<file path="src/rtl/inst_fetch_ctrl_pkg.sv">
// -----------------------------------------------------------------------------
// inst_fetch_ctrl_pkg
//   Shared definitions for the instruction fetch controller: fetch FSM state
//   encoding, default widths, the default "long instruction" opcode bit, and a
//   helper that tells whether the memory port is free (no read in flight).
// -----------------------------------------------------------------------------
package inst_fetch_ctrl_pkg;

    localparam int ADDR_W_DEF   = 8;
    localparam int DATA_W_DEF   = 8;
    localparam int LONG_BIT_DEF = 7;

    typedef enum logic [2:0] {
        OP_REQ   = 3'd0,  // present pc to memory
        OP_WAIT  = 3'd1,  // opcode byte arrives on mem_dout
        IMM_REQ  = 3'd2,  // present pc+1 to memory
        IMM_WAIT = 3'd3,  // immediate byte arrives on mem_dout
        OUT      = 3'd4   // instruction offered to decode
    } fetch_state_t;

    // The port may be lent to another master only in the request states:
    // in those cycles no read issued on the previous edge is still pending.
    function automatic logic port_free(input fetch_state_t s);
        return (s == OP_REQ) || (s == IMM_REQ);
    endfunction

endpackage

</file>
<file path="src/rtl/ifetch_ld_arb.sv">
// -----------------------------------------------------------------------------
// ifetch_ld_arb
//   Program-loader arbitration for instruction memory port A. Present only when
//   LOADER_PORT_EN is defined; the default build leaves this file empty.
//   A loader write wins the port whenever the fetch FSM has no read in flight;
//   on a grant the loader address/data drive the port and the fetch stalls.
// Ports:
//   rst_n       in   asynchronous active-low reset (blocks grants while held)
//   port_free   in   fetch FSM is in a request state
//   fetch_addr  in   address the fetch FSM wants this cycle
//   ld_req      in   loader write request
//   ld_addr     in   loader write address
//   ld_data     in   loader write data
//   ld_gnt      out  write performed this cycle (also the fetch stall)
//   mem_addr    out  port A address
//   mem_we      out  port A write enable
//   mem_din     out  port A write data
// -----------------------------------------------------------------------------
`ifdef LOADER_PORT_EN
module ifetch_ld_arb #(
    parameter int ADDR_W = 8,
    parameter int DATA_W = 8
) (
    input  logic              rst_n,
    input  logic              port_free,
    input  logic [ADDR_W-1:0] fetch_addr,
    input  logic              ld_req,
    input  logic [ADDR_W-1:0] ld_addr,
    input  logic [DATA_W-1:0] ld_data,
    output logic              ld_gnt,
    output logic [ADDR_W-1:0] mem_addr,
    output logic              mem_we,
    output logic [DATA_W-1:0] mem_din
);

    // No write may reach the memory while the controller is held in reset.
    assign ld_gnt   = ld_req & port_free & rst_n;
    assign mem_addr = ld_gnt ? ld_addr : fetch_addr;
    assign mem_we   = ld_gnt;
    assign mem_din  = ld_gnt ? ld_data : '0;

endmodule
`endif

</file>
<file path="src/rtl/inst_fetch_ctrl.sv">
// -----------------------------------------------------------------------------
// inst_fetch_ctrl
//   Instruction fetch controller for the 8-bit CPU. Owns the PC, drives the
//   synchronous instruction memory (1-cycle read latency) and assembles 1- or
//   2-byte instructions (opcode, optional immediate), which it offers to decode
//   over a valid/ready handshake. Handles branch redirects and a level halt.
//   Optional feature macro: LOADER_PORT_EN adds a program-loader write path
//   arbitrated onto the same memory port (see ifetch_ld_arb).
// Ports:
//   clk, rst_n            clock, asynchronous active-low reset
//   ld_req/addr/data      [LOADER_PORT_EN] loader write request
//   ld_gnt                [LOADER_PORT_EN] loader write performed this cycle
//   mem_addr/we/din       memory port A controls (combinational)
//   mem_dout              memory read data, valid one cycle after mem_addr
//   redirect, redirect_pc branch taken and its target
//   halt                  freeze fetch at the next instruction boundary
//   inst_valid/ready      decode handshake
//   inst_op/imm/len/pc    instruction bytes, length flag, opcode address
// -----------------------------------------------------------------------------
module inst_fetch_ctrl
    import inst_fetch_ctrl_pkg::*;
#(
    parameter int                ADDR_W   = ADDR_W_DEF,
    parameter int                DATA_W   = DATA_W_DEF,
    parameter logic [ADDR_W-1:0] RESET_PC = '0,
    parameter int                LONG_BIT = LONG_BIT_DEF
) (
    input  logic              clk,
    input  logic              rst_n,
`ifdef LOADER_PORT_EN
    input  logic              ld_req,
    input  logic [ADDR_W-1:0] ld_addr,
    input  logic [DATA_W-1:0] ld_data,
    output logic              ld_gnt,
`endif
    output logic [ADDR_W-1:0] mem_addr,
    output logic              mem_we,
    output logic [DATA_W-1:0] mem_din,
    input  logic [DATA_W-1:0] mem_dout,
    input  logic              redirect,
    input  logic [ADDR_W-1:0] redirect_pc,
    input  logic              halt,
    output logic              inst_valid,
    input  logic              inst_ready,
    output logic [DATA_W-1:0] inst_op,
    output logic [DATA_W-1:0] inst_imm,
    output logic              inst_len,
    output logic [ADDR_W-1:0] inst_pc
);

    localparam logic [ADDR_W-1:0] STEP1 = ADDR_W'(1);
    localparam logic [ADDR_W-1:0] STEP2 = ADDR_W'(2);

    fetch_state_t      state, state_nxt;
    logic [ADDR_W-1:0] pc, pc_nxt;
    logic [DATA_W-1:0] op_nxt, imm_nxt;
    logic              len_nxt;
    logic [ADDR_W-1:0] ipc_nxt;
    logic [ADDR_W-1:0] fetch_addr;
    logic              stall;

    // The immediate sits at pc+1; the sum wraps naturally at 2^ADDR_W.
    assign fetch_addr = (state == IMM_REQ) ? (pc + STEP1) : pc;
    assign inst_valid = (state == OUT);

`ifdef LOADER_PORT_EN
    ifetch_ld_arb #(
        .ADDR_W (ADDR_W),
        .DATA_W (DATA_W)
    ) u_ld_arb (
        .rst_n      (rst_n),
        .port_free  (port_free(state)),
        .fetch_addr (fetch_addr),
        .ld_req     (ld_req),
        .ld_addr    (ld_addr),
        .ld_data    (ld_data),
        .ld_gnt     (ld_gnt),
        .mem_addr   (mem_addr),
        .mem_we     (mem_we),
        .mem_din    (mem_din)
    );
    // A granted write uses the port this cycle, so the request state repeats.
    assign stall = ld_gnt;
`else
    assign mem_addr = fetch_addr;
    assign mem_we   = 1'b0;
    assign mem_din  = '0;
    assign stall    = 1'b0;
`endif

    // -------------------------------------------------------------------------
    // Next-state / capture logic
    // -------------------------------------------------------------------------
    always_comb begin
        // NOTE: every signal gets a default before the case so that no path
        // leaves it unassigned; otherwise synthesis infers a latch.
        state_nxt = state;
        pc_nxt    = pc;
        op_nxt    = inst_op;
        imm_nxt   = inst_imm;
        len_nxt   = inst_len;
        ipc_nxt   = inst_pc;

        unique case (state)
            OP_REQ: begin
                if (!halt && !stall) state_nxt = OP_WAIT;
            end
            OP_WAIT: begin
                op_nxt    = mem_dout;
                ipc_nxt   = pc;
                len_nxt   = mem_dout[LONG_BIT];
                imm_nxt   = '0;
                state_nxt = mem_dout[LONG_BIT] ? IMM_REQ : OUT;
            end
            IMM_REQ: begin
                if (!stall) state_nxt = IMM_WAIT;
            end
            IMM_WAIT: begin
                imm_nxt   = mem_dout;
                state_nxt = OUT;
            end
            OUT: begin
                if (inst_ready) begin
                    pc_nxt    = pc + (inst_len ? STEP2 : STEP1);
                    state_nxt = OP_REQ;
                end
            end
            default: state_nxt = OP_REQ;
        endcase

        // A redirect overrides the sequential pc and drops any partial fetch.
        // A handshake in the same cycle still completes (decode saw it), but
        // the next fetch starts at the target.
        if (redirect) begin
            pc_nxt    = redirect_pc;
            state_nxt = OP_REQ;
        end
    end

    // -------------------------------------------------------------------------
    // State, PC and instruction registers
    // -------------------------------------------------------------------------
    always_ff @(posedge clk or negedge rst_n) begin
        if (!rst_n) begin
            state    <= OP_REQ;
            pc       <= RESET_PC;
            inst_op  <= '0;
            inst_imm <= '0;
            inst_len <= 1'b0;
            inst_pc  <= RESET_PC;
        end else begin
            // NOTE: non-blocking assignments here so every register samples
            // the pre-edge values, independent of statement order.
            state    <= state_nxt;
            pc       <= pc_nxt;
            inst_op  <= op_nxt;
            inst_imm <= imm_nxt;
            inst_len <= len_nxt;
            inst_pc  <= ipc_nxt;
        end
    end

endmodule

</file>
<file path="config.mk">
export PLATFORM = sky130hd
export DESIGN_NAME = inst_fetch_ctrl
export DESIGN_NICKNAME = d
export VERILOG_FILES = /design/src/rtl/inst_fetch_ctrl_pkg.sv /design/src/rtl/ifetch_ld_arb.sv /design/src/rtl/inst_fetch_ctrl.sv
export SDC_FILE = /design/constraint.sdc
export NUM_CORES = 1
export LEC_CHECK = 0
export CORE_ASPECT_RATIO = 1.1
export CORE_MARGIN = 5
export CORE_UTILIZATION = 42
export CTS_BUF_LIST = sky130_fd_sc_hd__clkbuf_4
export DETAILED_ROUTE_END_ITERATION = 7
export PLACE_DENSITY_LB_ADDON = 0.3
export SKIP_LAST_GASP = 1
export SYNTH_ARGS = -nofsm -noshare
export SYNTH_HDL_FRONTEND = slang
export SYNTH_HIERARCHICAL = 1
export SYNTH_SLANG_ARGS = --single-unit
</file>
<file path="constraint.sdc">
create_clock -name clk -period 1.8 [get_ports clk]
set_clock_uncertainty 0.05 [all_clocks]
set_input_delay 0.18 -clock clk [delete_from_list [all_inputs] [get_ports clk]]
set_output_delay 0.18 -clock clk [all_outputs]
set_load 0.05 [all_outputs]
</file>
==> summary.md <==
| Metric | Value |
|---|---|
| Starting Density | `between 40% and 50%` |
| Internal cell power | `approximately 1.8 mW` |
| Average cell area after synthesis | `around 10 sq um` |
| Unrepaired setup endpoints after global routing | `yes` |
| Number of antenna violations at the first check in global routing | `0` |
| Slew Limit Fails | `0` |
| Wire length per cell after detailed routing | `15.3 um` |
| Number of nets with antenna violations after routing | `0` |
| Fraction of synthesis flops using an asynchronous set or reset pin | `100%` |
| MaxCap Viol Count | `0` |
| Kind of path behind the tightest hold check | `in -> async` |
| Vertical die dimension | `between 70 and 80 um` |
| Total global routing track utilization | `16.8%` |
| Core Footprint | `between 4000 and 5000 sq um` |
| Clock insertion delay at the later pin of the skew report | `350 ps` |
| Smallest hold slack | `179 ps` |
| Count of warnings emitted by yosys | `6` |
| Result of the run | `complete, but fails checks` |
| Critical path capture point type | `primary output` |
| Placer Congestion | `about 0.84` |
| Worst Tran Pin Value | `519 ps` |
| Proportion of power drawn by the clock network | `approximately a fifth` |
| Number of clock sinks | `35` |
| WP data required | `1570 ps` |
| Count of routing violations after the opening detailed-route iteration | `138` |
| Fmax achieved | `521 MHz` |
| R2R depth | `5` |
| Power dissipated by switching net loads | `1.23 mW` |
| Post-synth top area cell | `dfrtp_1` |
| Most common cell in the synthesized netlist | `dfrtp_1` |
| Sequential fraction of the synthesis area | `48.0%` |
| Die span in x | `72.9 um` |
| Post-DR vias/cell | `5.10` |
| Top_reg_cell synth | `dfrtp_1` |
| Cells after Synth | `177` |
| Final period utilization | `107%` |
| Dominant cells by area after synthesis | `dfrtp_1, mux2_2, nand2_1` |
| Length of the first detailed-routing pass in iterations | `4` |
| Peak ir drop on the vdd network | `0.000863 V` |
| Port buffer count | `54` |
| Slew headroom | `65.4%` |
| End of the worst register-to-register path | `pc[6]` |
| Remaining DRCs | `0` |
| Combinational share of power | `46.9%` |
| Largest net degree at the start of global routing | `36` |
| Leakage power | `1.48 nW` |
| Power share of the sequential group | `34.1%` |
| Number of levels the H-tree was split into | `2` |
| Number of buffers created by CTS | `5` |
| Area Overhead vs Synth | `64.2%` |
| Most frequent cells after synthesis | `dfrtp_1, nand2_1, mux2_2` |
| Clock tree from TritonCTS | `done` |
| Detailed-route via count | `about 1600` |
| R2r setup slk | `-90 ps` |
| Minimum setup slack in the final design | `-121 ps` |
| Number of hold violations in the final report | `0` |
| Library cells used by synthesis | `40` |
| Violations in the final reports | `negative setup slack` |
| Estimated wirelength of the detail-placed design | `3340 um` |
| Post-synthesis instance area | `between 1500 and 2000 sq um` |
| Type of the worst setup path | `reg -> out` |
| Number of enable-type register cells in the synthesized netlist | `0` |
| Max Root-Sink Buffers | `2` |
| Tmin final | `1920 ps` |
| DIE AREA | `5770 sq um` |
| Share of cells above drive strength 1 | `38.1%` |
| Vias in the first global route | `approximately 1600` |
| Site Rows | `25` |
| Setup Viol. Count Final | `12` |
| Num ports | `64` |
| Total wire length after detailed routing | `4740 um` |
| Worst-path clk slew | `120 ps` |
| Power density normalized to cell area | `1000 nW/um^2` |
| Sort of element at the start of the critical path | `flop` |
| Number of buffers inserted for hold repair after clock tree synthesis | `0` |
| Grt ovf | `0` |
| Switching share of power | `41.0%` |
| Endpoint arrival time on the critical path | `1690 ps` |
| First-pass GRT wire length | `between 7000 and 8000 um` |
| Proportion of netlist area held by the largest area contributor | `48.0%` |
| Number of synthesized register bits | `35` |
| Antenna diodes | `0` |
| Final Net Count | `281` |
| Total design power | `3.00 mW` |
| Clock tree root driver cell | `clkbuf_4` |
| Critical Path Fanout Max | `3` |
| R2r startpoint | `state[0]` |
[cell type report]
| class | instances | area, sq um |
|---|---|---|
| clock buffers | 5 | 37.5 |
| repair buffers | 83 | 900 |
| multi-input cells | 124 | 1040 |
| well taps | 54 | 67.6 |
| inverters | 7 | 31.3 |
| clock inverters | 3 | 38.8 |
| flip-flops and latches | 35 | 886 |
| fillers | 315 | 1260 |
[registers in the layout, summed over array words and instances, names as in the netlist]
register and count:
inst_op 8, state 3, pc 8, inst_imm 8, inst_pc 8
[timing repair]
item / CTS / global route
gates resized for setup: 19 / 30
endpoints found under the setup margin: 10 / 31
setup buffers: 4 / 10
pin swaps: 5 / 9
[metal layers]
| metal | part of all wire, % | global-route usage [%] | wire length [um] | up-vias |
|---|---|---|---|---|
| met3 | 9.1 | 6.84 | 431 | 7 |
| met5 | 0 | 0 | 0 | - |
| met1 | 39 | 19.4 | 1850 | 762 |
| li1 | - | - | - | 756 |
| met2 | 50 | 27.7 | 2400 | 60 |
| met4 | 1.3 | 6.09 | 63 | 0 |
[metrics by stage]
step           cells  setup WS [ps]  cell area, sq um  TNS [ps]  util [%]
6_report         311           -121              3000      -829      70.4
5_1_grt          311           -205              3000     -1750      70.4
4_1_cts          302           -180              2830      -943      66.5
3_5_place_dp     290          -10.1              2640     -10.1      62.1
3_3_place_gp     290           59.3              2640         0      62.1
2_1_floorplan    185           -122              1940      -204         -
[cells by family (layout without fill, tap and decap cells)]
family	count (synthesis)	after routing	synth area share, %
AO/OA/AOI/OAI	23	23	7.95
buffers and inverters	26	98	7.47
XOR/XNOR	7	7	3.36
AND/OR/NAND/NOR	61	61	17.8
multiplexers	20	20	12.1
flip-flops	35	35	48.0
adder cells (fa/ha/maj)	4	4	3.15
other	1	9	0.205
[cell usage in the layout (no fill, tap or decap), types with 2 or more instances in the layout]
master,count
clkinv_1,2
clkbuf_4,5
clkdlybuf4s50_1,25
o31ai_1,2
or4_1,3
dfrtp_2,8
nor2b_1,3
buf_4,28
buf_6,3
nand3_1,4
nand4bb_4,2
xnor2_4,2
nand2_1,23
nand4_1,4
conb_1,9
mux2i_1,3
mux2_2,17
nor2_1,6
dfrtp_1,27
xnor2_2,2
dlymetal6s2s_1,18
xor2_2,2
o21ai_0,10
inv_1,4
buf_12,9
a31oi_1,3
[worst max-delay path, stage by stage (launching register included)]
cell	delay [ps]
dfrtp_1	410
ha_2	210
nand4bb_4	160
nor3_4	220
xor2_2	200
buf_12	160
[power groups by stage]
stage	combinational (mW)	clock [mW]	sequential (mW)
detailed placement	1.36	0	1.04
finish	1.41	0.570	1.02
global route	1.48	0.626	1.05
floorplan	0.459	0	1.44
global placement	1.34	0	1.04
CTS	1.39	0.589	1.03
[worst max path at each step]
stage | start | to | slack [ps] | cells after the start
finish | pc[1] | mem_addr[6] | -120 | 5
global route | pc[5] | mem_addr[6] | -200 | 4
CTS | pc[0] | mem_addr[5] | -180 | 5
detailed placement | pc[0] | pc[6] | -10 | 6
global placement | inst_op[7] | pc[6] | 60 | 7
floorplan | inst_op[7] | pc[6] | -120 | 7
No activity file was read; power rests on OpenSTA's default activity.
